`src/rtl/counter_cell_sequencer.sv`:
```
// counter_cell_sequencer: services involuntary counter requests (PINC/MINC
// style) against counter cells in erasable RAM. Requests are latched per
// counter, the Core is asked to stall, and once it acknowledges the
// sequencer owns the RAM ports for a read-modify-write in 15-bit ones'
// complement arithmetic, pulsing overflow_pulse on a counter overflow.
// Optional build macro: COUNTER_OVERRUN_EN adds overrun_flag / overrun_clr,
// which record requests lost because their pending bit was already set.
//
// Handshake: stall_req is a registered level raised when work is pending
// and held until the last write of a burst; core_ack is a level that lets
// the first RMW begin. Once an RMW has started it completes regardless of
// core_ack, and back-to-back services reuse the original acknowledge.
module counter_cell_sequencer #(
  parameter int          NUM_COUNTERS = 8,
  parameter logic [10:0] BASE_ADDR    = 11'o24
) (
  input  logic                    clock,
  input  logic                    rst_l,
  input  logic [NUM_COUNTERS-1:0] inc_req,
  input  logic [NUM_COUNTERS-1:0] dec_req,
  input  logic                    core_ack,
  input  logic [14:0]             ram_read_data,
  output logic                    stall_req,
  output logic                    ram_own,
  output logic [10:0]             ram_read_address,
  output logic [10:0]             ram_write_address,
  output logic [14:0]             ram_write_data,
  output logic                    ram_write_en,
  output logic [NUM_COUNTERS-1:0] overflow_pulse,
  output logic                    busy,
`ifdef COUNTER_OVERRUN_EN
  input  logic                    overrun_clr,
  output logic [NUM_COUNTERS-1:0] overrun_flag,
`endif
  output logic [2:0]              state_dbg
);

  typedef enum logic [2:0] {
    S_IDLE     = 3'd0,
    S_WAIT_ACK = 3'd1,
    S_READ     = 3'd2,
    S_MODIFY   = 3'd3,
    S_WRITE    = 3'd4
  } state_t;

  state_t                  state, next_state;
  logic [NUM_COUNTERS-1:0] pend_inc, pend_dec, pend_any;
  logic [NUM_COUNTERS-1:0] svc_inc, svc_dec;
  logic [NUM_COUNTERS-1:0] raw_inc, raw_dec, cap_inc, cap_dec;
  logic [3:0]              pick_idx, sel_idx;
  logic                    pick_dir, sel_dir;
  logic                    go_read;
  logic [14:0]             result, r_comb;
  logic                    result_ovf, ovf_comb;
  logic [10:0]             sel_addr;

  assign pend_any = pend_inc | pend_dec;
  assign sel_addr = BASE_ADDR + 11'(sel_idx);

  // Lowest-index pending counter and its direction (inc when pend_inc set).
  always_comb begin
    pick_idx = '0;
    pick_dir = 1'b0;
    for (int i = NUM_COUNTERS - 1; i >= 0; i--) begin
      if (pend_any[i]) begin
        pick_idx = 4'(i);
        pick_dir = pend_inc[i];
      end
    end
  end

  // A new service starts from WAIT_ACK on acknowledge or straight out of WRITE.
  always_comb begin
    go_read = ((state == S_WAIT_ACK) && core_ack && (|pend_any)) ||
              ((state == S_WRITE) && (|pend_any));
  end

  // Pending capture: service clear first, new requests win, then inc/dec cancel.
  always_comb begin
    svc_inc = '0;
    svc_dec = '0;
    for (int i = 0; i < NUM_COUNTERS; i++) begin
      if (go_read && (pick_idx == 4'(i))) begin
        svc_inc[i] = pend_inc[i];
        svc_dec[i] = pend_dec[i];
      end
    end
    raw_inc = (pend_inc & ~svc_inc) | inc_req;
    raw_dec = (pend_dec & ~svc_dec) | dec_req;
    cap_inc = raw_inc & ~(raw_inc & raw_dec);
    cap_dec = raw_dec & ~(raw_inc & raw_dec);
  end

  // Pending bit registers.
  always_ff @(posedge clock or negedge rst_l) begin
    if (!rst_l) begin
      pend_inc <= '0;
      pend_dec <= '0;
    end else begin
      pend_inc <= cap_inc;
      pend_dec <= cap_dec;
    end
  end

  // State register plus the registered stall request.
  always_ff @(posedge clock or negedge rst_l) begin
    if (!rst_l) begin
      state     <= S_IDLE;
      stall_req <= 1'b0;
    end else begin
      state     <= next_state;
      stall_req <= (next_state != S_IDLE);
    end
  end

  // Next-state logic.
  always_comb begin
    next_state = state;
    case (state)
      S_IDLE:     if (|(cap_inc | cap_dec)) next_state = S_WAIT_ACK;
      S_WAIT_ACK: begin
        if (go_read)                       next_state = S_READ;
        else if (!(|(cap_inc | cap_dec)))  next_state = S_IDLE;
      end
      S_READ:     next_state = S_MODIFY;
      S_MODIFY:   next_state = S_WRITE;
      S_WRITE:    next_state = go_read ? S_READ : S_IDLE;
      default:    next_state = S_IDLE;
    endcase
  end

  // Capture the serviced counter on entry to READ.
  always_ff @(posedge clock or negedge rst_l) begin
    if (!rst_l) begin
      sel_idx <= '0;
      sel_dir <= 1'b0;
    end else if (go_read) begin
      sel_idx <= pick_idx;
      sel_dir <= pick_dir;
    end
  end

  // Ones' complement +1 / -1 with the +0/-0 and overflow corner cases.
  always_comb begin
    r_comb   = '0;
    ovf_comb = 1'b0;
    if (sel_dir) begin
      if (ram_read_data == 15'o37777) begin
        r_comb   = 15'o00000;
        ovf_comb = 1'b1;
      end else if (ram_read_data == 15'o77777) begin
        r_comb = 15'o00001;
      end else begin
        r_comb = ram_read_data + 15'd1;
      end
    end else begin
      if (ram_read_data == 15'o40000) begin
        r_comb   = 15'o77777;
        ovf_comb = 1'b1;
      end else if (ram_read_data == 15'o00000) begin
        r_comb = 15'o77776;
      end else begin
        r_comb = ram_read_data - 15'd1;
      end
    end
  end

  // Hold the modified value for the WRITE cycle.
  always_ff @(posedge clock or negedge rst_l) begin
    if (!rst_l) begin
      result     <= '0;
      result_ovf <= 1'b0;
    end else if (state == S_MODIFY) begin
      result     <= r_comb;
      result_ovf <= ovf_comb;
    end
  end

  // Output decode from the current state.
  always_comb begin
    busy              = (state != S_IDLE);
    ram_own           = (state == S_READ) || (state == S_MODIFY) || (state == S_WRITE);
    ram_read_address  = (state == S_READ)  ? sel_addr : '0;
    ram_write_address = (state == S_WRITE) ? sel_addr : '0;
    ram_write_data    = (state == S_WRITE) ? result   : '0;
    ram_write_en      = (state == S_WRITE);
    state_dbg         = state;
    overflow_pulse    = '0;
    for (int i = 0; i < NUM_COUNTERS; i++) begin
      overflow_pulse[i] = (state == S_WRITE) && result_ovf && (sel_idx == 4'(i));
    end
  end

`ifdef COUNTER_OVERRUN_EN
  logic [NUM_COUNTERS-1:0] ovr_set;
  assign ovr_set = (inc_req & pend_inc & ~svc_inc) | (dec_req & pend_dec & ~svc_dec);

  // Sticky record of lost repeat requests; a set beats a same-cycle clear.
  always_ff @(posedge clock or negedge rst_l) begin
    if (!rst_l) overrun_flag <= '0;
    else        overrun_flag <= (overrun_flag & ~{NUM_COUNTERS{overrun_clr}}) | ovr_set;
  end
`endif

endmodule

```
`config.mk`:
```
export PLATFORM = sky130hd
export DESIGN_NAME = counter_cell_sequencer
export DESIGN_NICKNAME = d
export VERILOG_FILES = /design/src/rtl/counter_cell_sequencer.sv
export SDC_FILE = /design/constraint.sdc
export NUM_CORES = 1
export LEC_CHECK = 0
export CORE_MARGIN = 1
export CORE_UTILIZATION = 44
export CTS_BUF_LIST = sky130_fd_sc_hd__clkbuf_16
export DETAILED_ROUTE_END_ITERATION = 7
export DONT_BUFFER_PORTS = 1
export GPL_TIMING_DRIVEN = 0
export HOLD_SLACK_MARGIN = 0.05
export PLACE_DENSITY = 0.67
export SETUP_SLACK_MARGIN = 0.15
export SYNTH_ARGS = -nofsm -noshare
export SYNTH_HDL_FRONTEND = slang
export SYNTH_SLANG_ARGS = --single-unit
```
`constraint.sdc`:
```
create_clock -name clock -period 6.2 [get_ports clock]
set_input_delay 1.24 -clock clock [delete_from_list [all_inputs] [get_ports clock]]
set_output_delay 1.24 -clock clock [all_outputs]
set_load 0.01 [all_outputs]
```
==> impl_metrics.env <==
export IMPL_core_area_sq_um=6760
export IMPL_grt_pass1_wl_microns=11900
export IMPL_multi_input_area_sq_um=1830
export IMPL_cp_end_kind="primary output"
export IMPL_globalRoute_totalOverflow=0
export IMPL_start_util_pct=45.3
export IMPL_vias_per_cell=5.71
export IMPL_ys_flop_type="dfrtp_1"
export IMPL_synthCells=360
export IMPL_gp_congestion=0.898
export IMPL_wl_per_cell_microns=15.9
export IMPL_grt_usage_pct=20.8
export IMPL_grt_busiest_layer="met2"
export IMPL_final_cell_mix="dfrtp_1, nand2_1, nor2_1"
export IMPL_r2r_cells=10
export IMPL_synth_edf_count=0
export IMPL_status="completed"
export IMPL_ys_types=60
export IMPL_slew_limit_headroom_pct=49.8
export IMPL_slew_viol_final=0
export IMPL_path_cells="inv_1, nor3_1, clkbuf_1, and2_1"
export IMPL_crit_type="register to primary output"
export IMPL_cts_sinks=40
export IMPL_use_met2_pct=32.3
export IMPL_crit_path_top_delay_cell="dfrtp_1"
export IMPL_hold_violations=0
export IMPL_final_area_sq_um=3330
export IMPL_clockRootBuffer="clkbuf_16"
export IMPL_area_sequential_sq_um=1000
export IMPL_skew_ns=0.00314
export IMPL_p_total_mw=1.08
export IMPL_final_common_cell="dfrtp_1"
export IMPL_tns_ns=0
export IMPL_ios=86
export IMPL_grt_setup_unrepaired="no"
export IMPL_die_w_microns=85.4
export IMPL_post_route_min_period_ns=3.41
export IMPL_ys_ff_latch=40
export IMPL_synth_seq_area_share_pct=32.7
export IMPL_syn_area_sq_um=3060
export IMPL_drc=0
export IMPL_path_clk_slew_ns=0.05
export IMPL_hold_depth=2
export IMPL_antenna_found_initial=0
export IMPL_final_cells=458
export IMPL_worstMarginPinSlew_ns=0.745
export IMPL_syn2layout_area_growth_pct=9.00
export IMPL_drt_iter0_markers=109
export IMPL_drive_gt1_share_pct=12.2
export IMPL_fill_cells=665
export IMPL_gr_usage_met1_pct=28.5
export IMPL_post_route_period_util_pct=55.1
export IMPL_ir_drop_v=0.000183
export IMPL_cap_viol_max_count=0
export IMPL_leakage_nw=1.53
export IMPL_crit_path_max_incr_delay_ns=0.51
export IMPL_fp_row_count=30
export IMPL_drtAntennaViolNets=0
export IMPL_die_y_microns=85.4
export IMPL_setup_viol=0
export IMPL_wl_microns=7270
export IMPL_cts_hold_buffers=0
export IMPL_cts_tree="yes"
export IMPL_critPathRequiredTime_ns=4.96
export IMPL_critical_path_max_fanout=11
export IMPL_dp_cells=451
export IMPL_p_per_area_nw_per_um2=322
export IMPL_cts_resized=0
export IMPL_insertion_delay_ns=0.28
export IMPL_r2r_slack_ns=3.18
export IMPL_first_pass_iters=4
export IMPL_cts_buffers=5
export IMPL_dieArea_sq_um=7290
export IMPL_clock_fmax_mhz=293
export IMPL_port_buffers=0
export IMPL_synth_warnings=0
export IMPL_setup_worst_path_start_class="register"
export IMPL_grtUsageMet3_pct=4.96
export IMPL_dp_hpwl_microns=5610
export IMPL_hold_class="register to register"
export IMPL_ys_async_sr_fraction_pct=100
export IMPL_place_area_sq_um=3200
export IMPL_worstPathArrival_ns=2.17
export IMPL_n_antenna_cell=0
export IMPL_synth_avg_cell_area_sq_um=8.50
export IMPL_htreeDepth=2
export IMPL_vias=2614
export IMPL_clock_path_buffers=2
export IMPL_grt_pass1_vias=2412
export IMPL_cts_setup_buffers=0
export IMPL_layout_nets=430
export IMPL_grt_max_degree=41
[Yosys cell counts (all sizes together), types with 3 or more instances]
| master | count | share of area, % |
|---|---|---|
| a31o | 3 | 0.86 |
| dfrtp | 40 | 33 |
| and2 | 22 | 4.5 |
| a31oi | 5 | 1.0 |
| a21o | 19 | 4.7 |
| xnor2 | 5 | 1.4 |
| or3 | 4 | 0.98 |
| o22a | 3 | 0.86 |
| nand3 | 6 | 0.98 |
| clkbuf | 9 | 1.1 |
| buf | 22 | 5.6 |
| nand2b | 8 | 1.9 |
| o21ai | 17 | 2.8 |
| nand4 | 5 | 1.0 |
| and3 | 5 | 1.1 |
| nor2 | 29 | 3.6 |
| inv | 17 | 2.1 |
| a21oi | 24 | 4.3 |
| o31ai | 6 | 1.6 |
| nor4 | 7 | 2.0 |
| nand2 | 32 | 3.9 |
| nor3 | 17 | 3.3 |
| ha | 18 | 7.4 |
| xor2 | 5 | 1.4 |
[cell families after synthesis]
kind of cell,Yosys count,synth area share [%]
simple gates,146,26.5
compound gates,96,21.4
buf+inv,48,8.75
flops,40,32.7
fa+ha+maj,18,7.36
xor+xnor,10,2.86
other cells,1,0.123
mux,1,0.327
[per-layer routing]
metal / routed length (microns) / up-vias
li1: - / 1290
met1: 3430 / 1225
met2: 3240 / 88
met3: 479 / 11
met4: 118 / 0
met5: 0 / -
[worst max-delay path, delay by kind of cell (launching register included)]
kind	cells	cell delay, ns
buf+inv	2	0.66
flops	1	0.51
simple gates	2	0.72
[sequential cells by signal (all words and copies together), names as in the netlist]
name and flops:
result_ovf 1, pend_inc 8, pend_dec 8, sel_idx 3, sel_dir 1, state_dbg 3
stall_req 1, result 15
[cell type report]
cell class                      count  share of cell area (%)
Buffer                             31                    6.12
Clock buffer                        5                    3.75
Clock inverter                      2                   0.263
Inverter                           17                    1.91
Multi-Input combinational cell    283                    54.9
Sequential cell                    40                    30.0
Tap cell                           80                    3.00
[worst paths after layout]
check | start | to
max | state_dbg[2] | ram_write_data[7]
min | result[4] | result[4]
max reg2reg | state_dbg[2] | state_dbg[0]
min reg2reg | result[4] | result[4]
max in group asynchronous | rst_l | result[4]
min in group asynchronous | rst_l | pend_inc[7]
[power breakdown]
group	switching (mW)	internal (mW)	leakage [nW]
clock	0.100	0.145	0.0709
sequential	0.0739	0.346	0.496
combinational	0.249	0.161	0.962
total	0.423	0.652	1.53
[through the flow]
step	setup slack [ns]	utilization, %	hold WS, ns
finish	2.79	49.4	0.468
global route	2.61	49.4	0.509
CTS	2.79	49.4	0.475
detailed placement	2.59	47.4	0.463
global placement	2.62	47.4	0.453
floorplan	2.87	-	0.441
(Power assumes the default switching activity.)
